**src/rtl/hazard_if.sv**
```systemverilog
// D-stage hazard classification bus between the decode controller (master)
// and the hazard scoreboard (slave).
interface hazard_if #(
    parameter int AW = 5,
    parameter int TW = 2,
    parameter int SW = 2
);
    logic          d_valid;
    logic [AW-1:0] d_rs;
    logic [AW-1:0] d_rt;
    logic          d_read_rs;
    logic          d_read_rt;
    logic [TW-1:0] d_tuse_rs;
    logic [TW-1:0] d_tuse_rt;
    logic [AW-1:0] d_a3;
    logic [TW-1:0] d_tnew;
    logic          d_md_start;
    logic          d_md_div;
    logic          d_mdft;
    logic          stall;
    logic [SW-1:0] fwd_rs_sel;
    logic [SW-1:0] fwd_rt_sel;
    logic          md_busy;

    modport master (
        output d_valid, d_rs, d_rt, d_read_rs, d_read_rt, d_tuse_rs, d_tuse_rt,
               d_a3, d_tnew, d_md_start, d_md_div, d_mdft,
        input  stall, fwd_rs_sel, fwd_rt_sel, md_busy
    );

    modport slave (
        input  d_valid, d_rs, d_rt, d_read_rs, d_read_rt, d_tuse_rs, d_tuse_rt,
               d_a3, d_tnew, d_md_start, d_md_div, d_mdft,
        output stall, fwd_rs_sel, fwd_rt_sel, md_busy
    );
endinterface

```
**src/rtl/hazard_scoreboard.sv**
```systemverilog
// Tracks in-flight destinations through NSTAGE post-decode stages and derives stall,
// D-stage forward selects and MDU interlock. Optional HAZARD_STATS_EN adds stall counters.
module hazard_scoreboard #(
    parameter int NSTAGE  = 3,
    parameter int TW      = 2,
    parameter int AW      = 5,
    parameter int MUL_CYC = 5,
    parameter int DIV_CYC = 10
) (
    input  logic        clk,
    input  logic        reset,
    hazard_if.slave     hz
`ifdef HAZARD_STATS_EN
    ,
    output logic [31:0] stall_cnt,
    output logic [31:0] md_stall_cnt
`endif
);
    localparam int SW     = $clog2(NSTAGE + 1);
    localparam int MD_MAX = (MUL_CYC > DIV_CYC) ? MUL_CYC : DIV_CYC;
    localparam int CW     = $clog2(MD_MAX + 1);

    logic [AW-1:0] a3_q   [1:NSTAGE];
    logic [TW-1:0] tnew_q [1:NSTAGE];
    logic          md1_q;
    logic [CW-1:0] md_cnt_q;

    logic          data_stall;
    logic          md_stall;
    logic          stall;
    logic          issue;
    logic [SW-1:0] fwd_rs;
    logic [SW-1:0] fwd_rt;

    function automatic logic [TW-1:0] sat_dec(input logic [TW-1:0] t);
        return (t == '0) ? '0 : t - TW'(1);
    endfunction

    // Walk oldest to youngest so the youngest matching stage decides the select;
    // a younger match still waiting on its result masks older ready copies.
    always_comb begin
        // NOTE: every combinational output gets a default first so no path leaves it unassigned (latch).
        data_stall = 1'b0;
        fwd_rs     = '0;
        fwd_rt     = '0;
        for (int k = NSTAGE; k >= 1; k--) begin
            if (hz.d_valid && hz.d_read_rs && hz.d_rs != '0 && a3_q[k] == hz.d_rs) begin
                fwd_rs = (tnew_q[k] == '0) ? SW'(k) : '0;
                if (tnew_q[k] > hz.d_tuse_rs) data_stall = 1'b1;
            end
            if (hz.d_valid && hz.d_read_rt && hz.d_rt != '0 && a3_q[k] == hz.d_rt) begin
                fwd_rt = (tnew_q[k] == '0) ? SW'(k) : '0;
                if (tnew_q[k] > hz.d_tuse_rt) data_stall = 1'b1;
            end
        end
    end

    assign md_stall = hz.d_valid && hz.d_mdft && (md_cnt_q != '0 || md1_q);
    assign stall    = data_stall || md_stall;
    assign issue    = hz.d_valid && !stall;

    assign hz.stall      = stall;
    assign hz.fwd_rs_sel = fwd_rs;
    assign hz.fwd_rt_sel = fwd_rt;
    assign hz.md_busy    = (md_cnt_q != '0);

    always_ff @(posedge clk) begin
        if (reset) begin
            // NOTE: stage entries are reset too; a stale a3 would otherwise raise false stalls.
            for (int k = 1; k <= NSTAGE; k++) begin
                a3_q[k]   <= '0;
                tnew_q[k] <= '0;
            end
            md1_q    <= 1'b0;
            md_cnt_q <= '0;
        end else begin
            // NOTE: non-blocking assignments make every stage read its neighbour's old value.
            for (int k = NSTAGE; k >= 2; k--) begin
                a3_q[k]   <= a3_q[k-1];
                tnew_q[k] <= sat_dec(tnew_q[k-1]);
            end
            if (issue) begin
                a3_q[1]   <= hz.d_a3;
                tnew_q[1] <= sat_dec(hz.d_tnew);
                md1_q     <= hz.d_md_start;
            end else begin
                a3_q[1]   <= '0;
                tnew_q[1] <= '0;
                md1_q     <= 1'b0;
            end
            if (issue && hz.d_md_start)
                md_cnt_q <= hz.d_md_div ? CW'(DIV_CYC) : CW'(MUL_CYC);
            else if (md_cnt_q != '0)
                md_cnt_q <= md_cnt_q - CW'(1);
        end
    end

`ifdef HAZARD_STATS_EN
    always_ff @(posedge clk) begin
        if (reset) begin
            stall_cnt    <= '0;
            md_stall_cnt <= '0;
        end else begin
            if (stall)    stall_cnt    <= stall_cnt + 32'd1;
            if (md_stall) md_stall_cnt <= md_stall_cnt + 32'd1;
        end
    end
`endif
endmodule

```
**src/flat_wrapper.sv**
```systemverilog
// flat-port wrapper written by rule: the top's interface ports become plain ports
module hazard_scoreboard_flat 
#(
    parameter int NSTAGE  = 3,
    parameter int TW      = 2,
    parameter int AW      = 5,
    parameter int MUL_CYC = 5,
    parameter int DIV_CYC = 10
)
  (clk, reset, hz_d_valid, hz_d_rs, hz_d_rt, hz_d_read_rs, hz_d_read_rt, hz_d_tuse_rs, hz_d_tuse_rt, hz_d_a3, hz_d_tnew, hz_d_md_start, hz_d_md_div, hz_d_mdft, hz_stall, hz_fwd_rs_sel, hz_fwd_rt_sel, hz_md_busy);
  hazard_if #(.AW(AW), .TW(TW), .SW(2)) hz_i ();
  input  logic clk;
  input  logic reset;
  input wire logic [$bits(hz_i.d_valid)-1:0] hz_d_valid;
  input wire logic [$bits(hz_i.d_rs)-1:0] hz_d_rs;
  input wire logic [$bits(hz_i.d_rt)-1:0] hz_d_rt;
  input wire logic [$bits(hz_i.d_read_rs)-1:0] hz_d_read_rs;
  input wire logic [$bits(hz_i.d_read_rt)-1:0] hz_d_read_rt;
  input wire logic [$bits(hz_i.d_tuse_rs)-1:0] hz_d_tuse_rs;
  input wire logic [$bits(hz_i.d_tuse_rt)-1:0] hz_d_tuse_rt;
  input wire logic [$bits(hz_i.d_a3)-1:0] hz_d_a3;
  input wire logic [$bits(hz_i.d_tnew)-1:0] hz_d_tnew;
  input wire logic [$bits(hz_i.d_md_start)-1:0] hz_d_md_start;
  input wire logic [$bits(hz_i.d_md_div)-1:0] hz_d_md_div;
  input wire logic [$bits(hz_i.d_mdft)-1:0] hz_d_mdft;
  output wire logic [$bits(hz_i.stall)-1:0] hz_stall;
  output wire logic [$bits(hz_i.fwd_rs_sel)-1:0] hz_fwd_rs_sel;
  output wire logic [$bits(hz_i.fwd_rt_sel)-1:0] hz_fwd_rt_sel;
  output wire logic [$bits(hz_i.md_busy)-1:0] hz_md_busy;
  assign hz_i.d_valid = hz_d_valid;
  assign hz_i.d_rs = hz_d_rs;
  assign hz_i.d_rt = hz_d_rt;
  assign hz_i.d_read_rs = hz_d_read_rs;
  assign hz_i.d_read_rt = hz_d_read_rt;
  assign hz_i.d_tuse_rs = hz_d_tuse_rs;
  assign hz_i.d_tuse_rt = hz_d_tuse_rt;
  assign hz_i.d_a3 = hz_d_a3;
  assign hz_i.d_tnew = hz_d_tnew;
  assign hz_i.d_md_start = hz_d_md_start;
  assign hz_i.d_md_div = hz_d_md_div;
  assign hz_i.d_mdft = hz_d_mdft;
  assign hz_stall = hz_i.stall;
  assign hz_fwd_rs_sel = hz_i.fwd_rs_sel;
  assign hz_fwd_rt_sel = hz_i.fwd_rt_sel;
  assign hz_md_busy = hz_i.md_busy;
  hazard_scoreboard #(.NSTAGE(NSTAGE), .TW(TW), .AW(AW), .MUL_CYC(MUL_CYC), .DIV_CYC(DIV_CYC)) u_core (.clk(clk), .reset(reset), .hz(hz_i));
endmodule
```
**config.mk**
```make
export PLATFORM = sky130hd
export DESIGN_NAME = hazard_scoreboard_flat
export DESIGN_NICKNAME = d
export VERILOG_FILES = /design/src/rtl/hazard_if.sv /design/src/rtl/hazard_scoreboard.sv /design/src/flat_wrapper.sv
export SDC_FILE = /design/constraint.sdc
export NUM_CORES = 1
export LEC_CHECK = 0
export CAP_MARGIN = 20
export CORE_UTILIZATION = 51
export DETAILED_ROUTE_END_ITERATION = 10
export PLACE_DENSITY_LB_ADDON = 0.15
export REMOVE_ABC_BUFFERS = 1
export SYNTH_ARGS = -nofsm -noshare
export SYNTH_HDL_FRONTEND = slang
export SYNTH_SLANG_ARGS = --single-unit
```
**constraint.sdc**
```tcl
create_clock -name clk -period 3.1 [get_ports clk]
set_input_delay 0.62 -clock clk [delete_from_list [all_inputs] [get_ports clk]]
set_output_delay 0.62 -clock clk [all_outputs]
set_load 0.005 [all_outputs]
```
==> impl_metrics.tcl <==
set metrics [dict create \
    numCtsBuffers 3 \
    clk_latency_ns 0.33 \
    clock.fmax_mhz 322 \
    irDropWorstVdd_v 0.000247 \
    root_buffer "clkbuf_4" \
    totalWireLength_mm 5.00 \
    gp_congestion 0.875 \
    grt_pass1_vias 1712 \
    timing.final.crit_share_pct 100 \
    multi_input_area_mm2 0.00121 \
    switching_share_pct 34.2 \
    drtAntennaViolNets 0 \
    detail_route.vias_per_cell 5.32 \
    postLayoutCellArea_mm2 0.00258 \
    io_buffer_count 34 \
    dpl-instance-area_mm2 0.00237 \
    grt_pass1_wl_mm 7.44 \
    grt_util_all_layers_pct 27.9 \
    drtIter0Drc 77 \
    crit_type "primary input to flip-flop" \
    fin_crit_ns 3.11 \
    switching_power_uw 346 \
    synth_enable_flop_cells 7 \
    cts.sinks 26 \
    cts_max_level 1 \
    synthCells 192 \
    core_mm2 0.00315 \
    path_max_fanout 3 \
    synth_seq_cells 26 \
    ctsHoldBuffers 0 \
    dp_hpwl_mm 3.58 \
    clkSlewWorstSetupHoldPaths_ns 0.15 \
    pwr-share-clk_pct 15.4 \
    ios 35 \
    drt_first_pass_iters 4 \
    fin_ws_ns -0.0103 \
    async_flop_share_pct 0 \
    wl_per_cell_um 15.7 \
    yosys.cell_types.count 37 \
    n_fill_cell 215 \
    final_common_cell "buf_4" \
    nNetsFinal 321 \
    drv_slew 0 \
    endpoint_kind "flip-flop" \
    ys_seq_area_share_pct 33.5 \
    antenna_found_initial 0 \
    grt_overflow 0 \
    r2r_slack_ns 0.38 \
    violations "setup timing" \
    start_kind "primary input" \
    rows 20 \
    skew_ns 0.00617 \
    ys.flop_type "dfxtp_1" \
    layout-drive-gt1-share_pct 26.3 \
    num_vias 1693 \
    antenna_cells 0 \
    finalSetupTns_ns -0.0103 \
    seq_area_um2 591 \
    p_int_uw 667 \
    status "complete, but fails checks" \
    initial_core_util_pct 55.8 \
    required_ns 3.37 \
    post-route-drc-count 0 \
    mostFrequentLayoutCells "buf_4 (38), xnor2_1 (20), clkdlybuf4s50_1 (20)" \
    syn_area_mm2 0.00176 \
    finalSetupViolCount 1 \
    die_area_mm2 0.00369 \
    synth_area_per_cell_um2 9.17 \
    die_w_um 60.8 \
    crit_arrival_ns 3.38 \
    hold_path_class "flip-flop to flip-flop" \
    ys.warnings.count 0 \
    powerDensity_mw_per_mm2 392 \
    clockBufferDepth 2 \
    cellLeakagePower_uw 0.00115 \
    power_frac_comb_pct 43.1 \
    grt_max_degree 22 \
    syn_to_final_growth_pct 46.8 \
    hold_violations 0 \
    pwr-share-seq_pct 41.4 \
    die_h_um 60.8 \
    cts_tree "built" \
    cap_violations 0 \
]
-- critical path: stages --
cell and delay, ns:
clkdlybuf4s50_1 0.47, inv_2 0.05, ha_1 0.30, nor2b_1 0.14
o21ai_0 0.28, nor4_2 0.11, nor3_4 0.16, nand3_2 0.12
buf_6 0.13, buf_4 0.11, buf_4 0.12, buf_4 0.12
buf_4 0.12, buf_4 0.12, buf_4 0.12, buf_4 0.13
nor3_2 0.16
-- layer usage --
| layer | vias up | wire (um) | share of wire, % | global-route usage (%) |
|---|---|---|---|---|
| met3 | 23 | 194 | 3.9 | 4.05 |
| met1 | 787 | 1950 | 39 | 31.8 |
| met4 | 0 | 219 | 4.4 | 11.4 |
| li1 | 822 | - | - | - |
| met5 | - | 0 | 0 | 0 |
| met2 | 61 | 2630 | 53 | 52.0 |
-- what timing repair did --
action,4_1_cts,5_1_grt
gates resized for setup,36,16
buffers inserted,13,2
setup endpoints to repair,5,5
pin swaps,8,11
gates cloned,0,0
-- per-stage QoR --
| step | total power (uW) | util, % | worst slack, ns | instances | hold slack, ns |
|---|---|---|---|---|---|
| floorplan | 641 | - | 0.492 | 195 | 0.398 |
| global placement | 773 | 75.2 | -0.458 | 300 | 0.410 |
| detailed placement | 800 | 75.2 | -0.552 | 300 | 0.426 |
| CTS | 992 | 80.6 | 0.00139 | 317 | 0.443 |
| global route | 1080 | 81.9 | -0.0844 | 318 | 0.471 |
| finish | 1010 | 81.9 | -0.0103 | 318 | 0.453 |
-- power by group through the flow --
stage / Clock (uW) / Combinational (uW) / Sequential, uW
6_report: 156 / 437 / 420
4_1_cts: 159 / 415 / 419
5_1_grt: 169 / 483 / 425
3_5_place_dp: 0 / 374 / 426
2_1_floorplan: 0 / 223 / 419
3_3_place_gp: 0 / 350 / 423
-- synthesized netlist by cell type, types with 6 or more instances --
cell type   n  area (um^2)
xor2_1     12          105
nor2_1     12         45.0
xnor2_1    20          175
edfxtp_1    7          210
nand2_1     6         22.5
nor3_1     15         75.1
dfxtp_1    19          380
nor2b_1    15         93.8
nand3_1     6         30.0
inv_1      20         75.1
a21oi_1     7         35.0
ha_1       17          213
-- final cells by class --
cell class | instances | area share (%)
Timing Repair Buffer | 75 | 24.4
Tap cell | 44 | 2.13
Multi-Input combinational cell | 149 | 46.7
Sequential cell | 26 | 22.9
Inverter | 20 | 2.91
Clock buffer | 4 | 1.02
-- worst paths after layout --
kind / startpoint / endpoint / cells after the start
min: u_core.tnew_q[0][4]$_SDFF_PP0_ / u_core.tnew_q[0][6]$_SDFF_PP0_ / 1
max: hz_d_tuse_rt[1] / u_core.md1_q$_SDFF_PP0_ / 17
min reg2reg: u_core.tnew_q[0][4]$_SDFF_PP0_ / u_core.tnew_q[0][6]$_SDFF_PP0_ / 1
max reg2reg: u_core.tnew_q[0][3]$_SDFFCE_PP0P_ / u_core.md1_q$_SDFF_PP0_ / 15
-- flip-flops by register name, indices dropped and copies added (netlist names) --
name / flops
u_core.a3_q: 15
u_core.md1_q: 1
u_core.md_cnt_q: 4
u_core.tnew_q: 6
-- logic make-up (layout without fill, tap and decap cells) --
| group | Yosys count | after routing | share of synthesized area [%] |
|---|---|---|---|
| muxes | 2 | 2 | 1.21 |
| DFF | 26 | 26 | 33.5 |
| buffers and inverters | 23 | 99 | 4.90 |
| adders and majority gates | 17 | 17 | 12.1 |
| xor gates and xnor gates | 32 | 32 | 15.9 |
| and+or+nand+nor | 69 | 69 | 22.9 |
| other | 1 | 7 | 0.213 |
| AOI/OAI and AO/OA | 22 | 22 | 9.24 |
(Power assumes the default switching activity.)
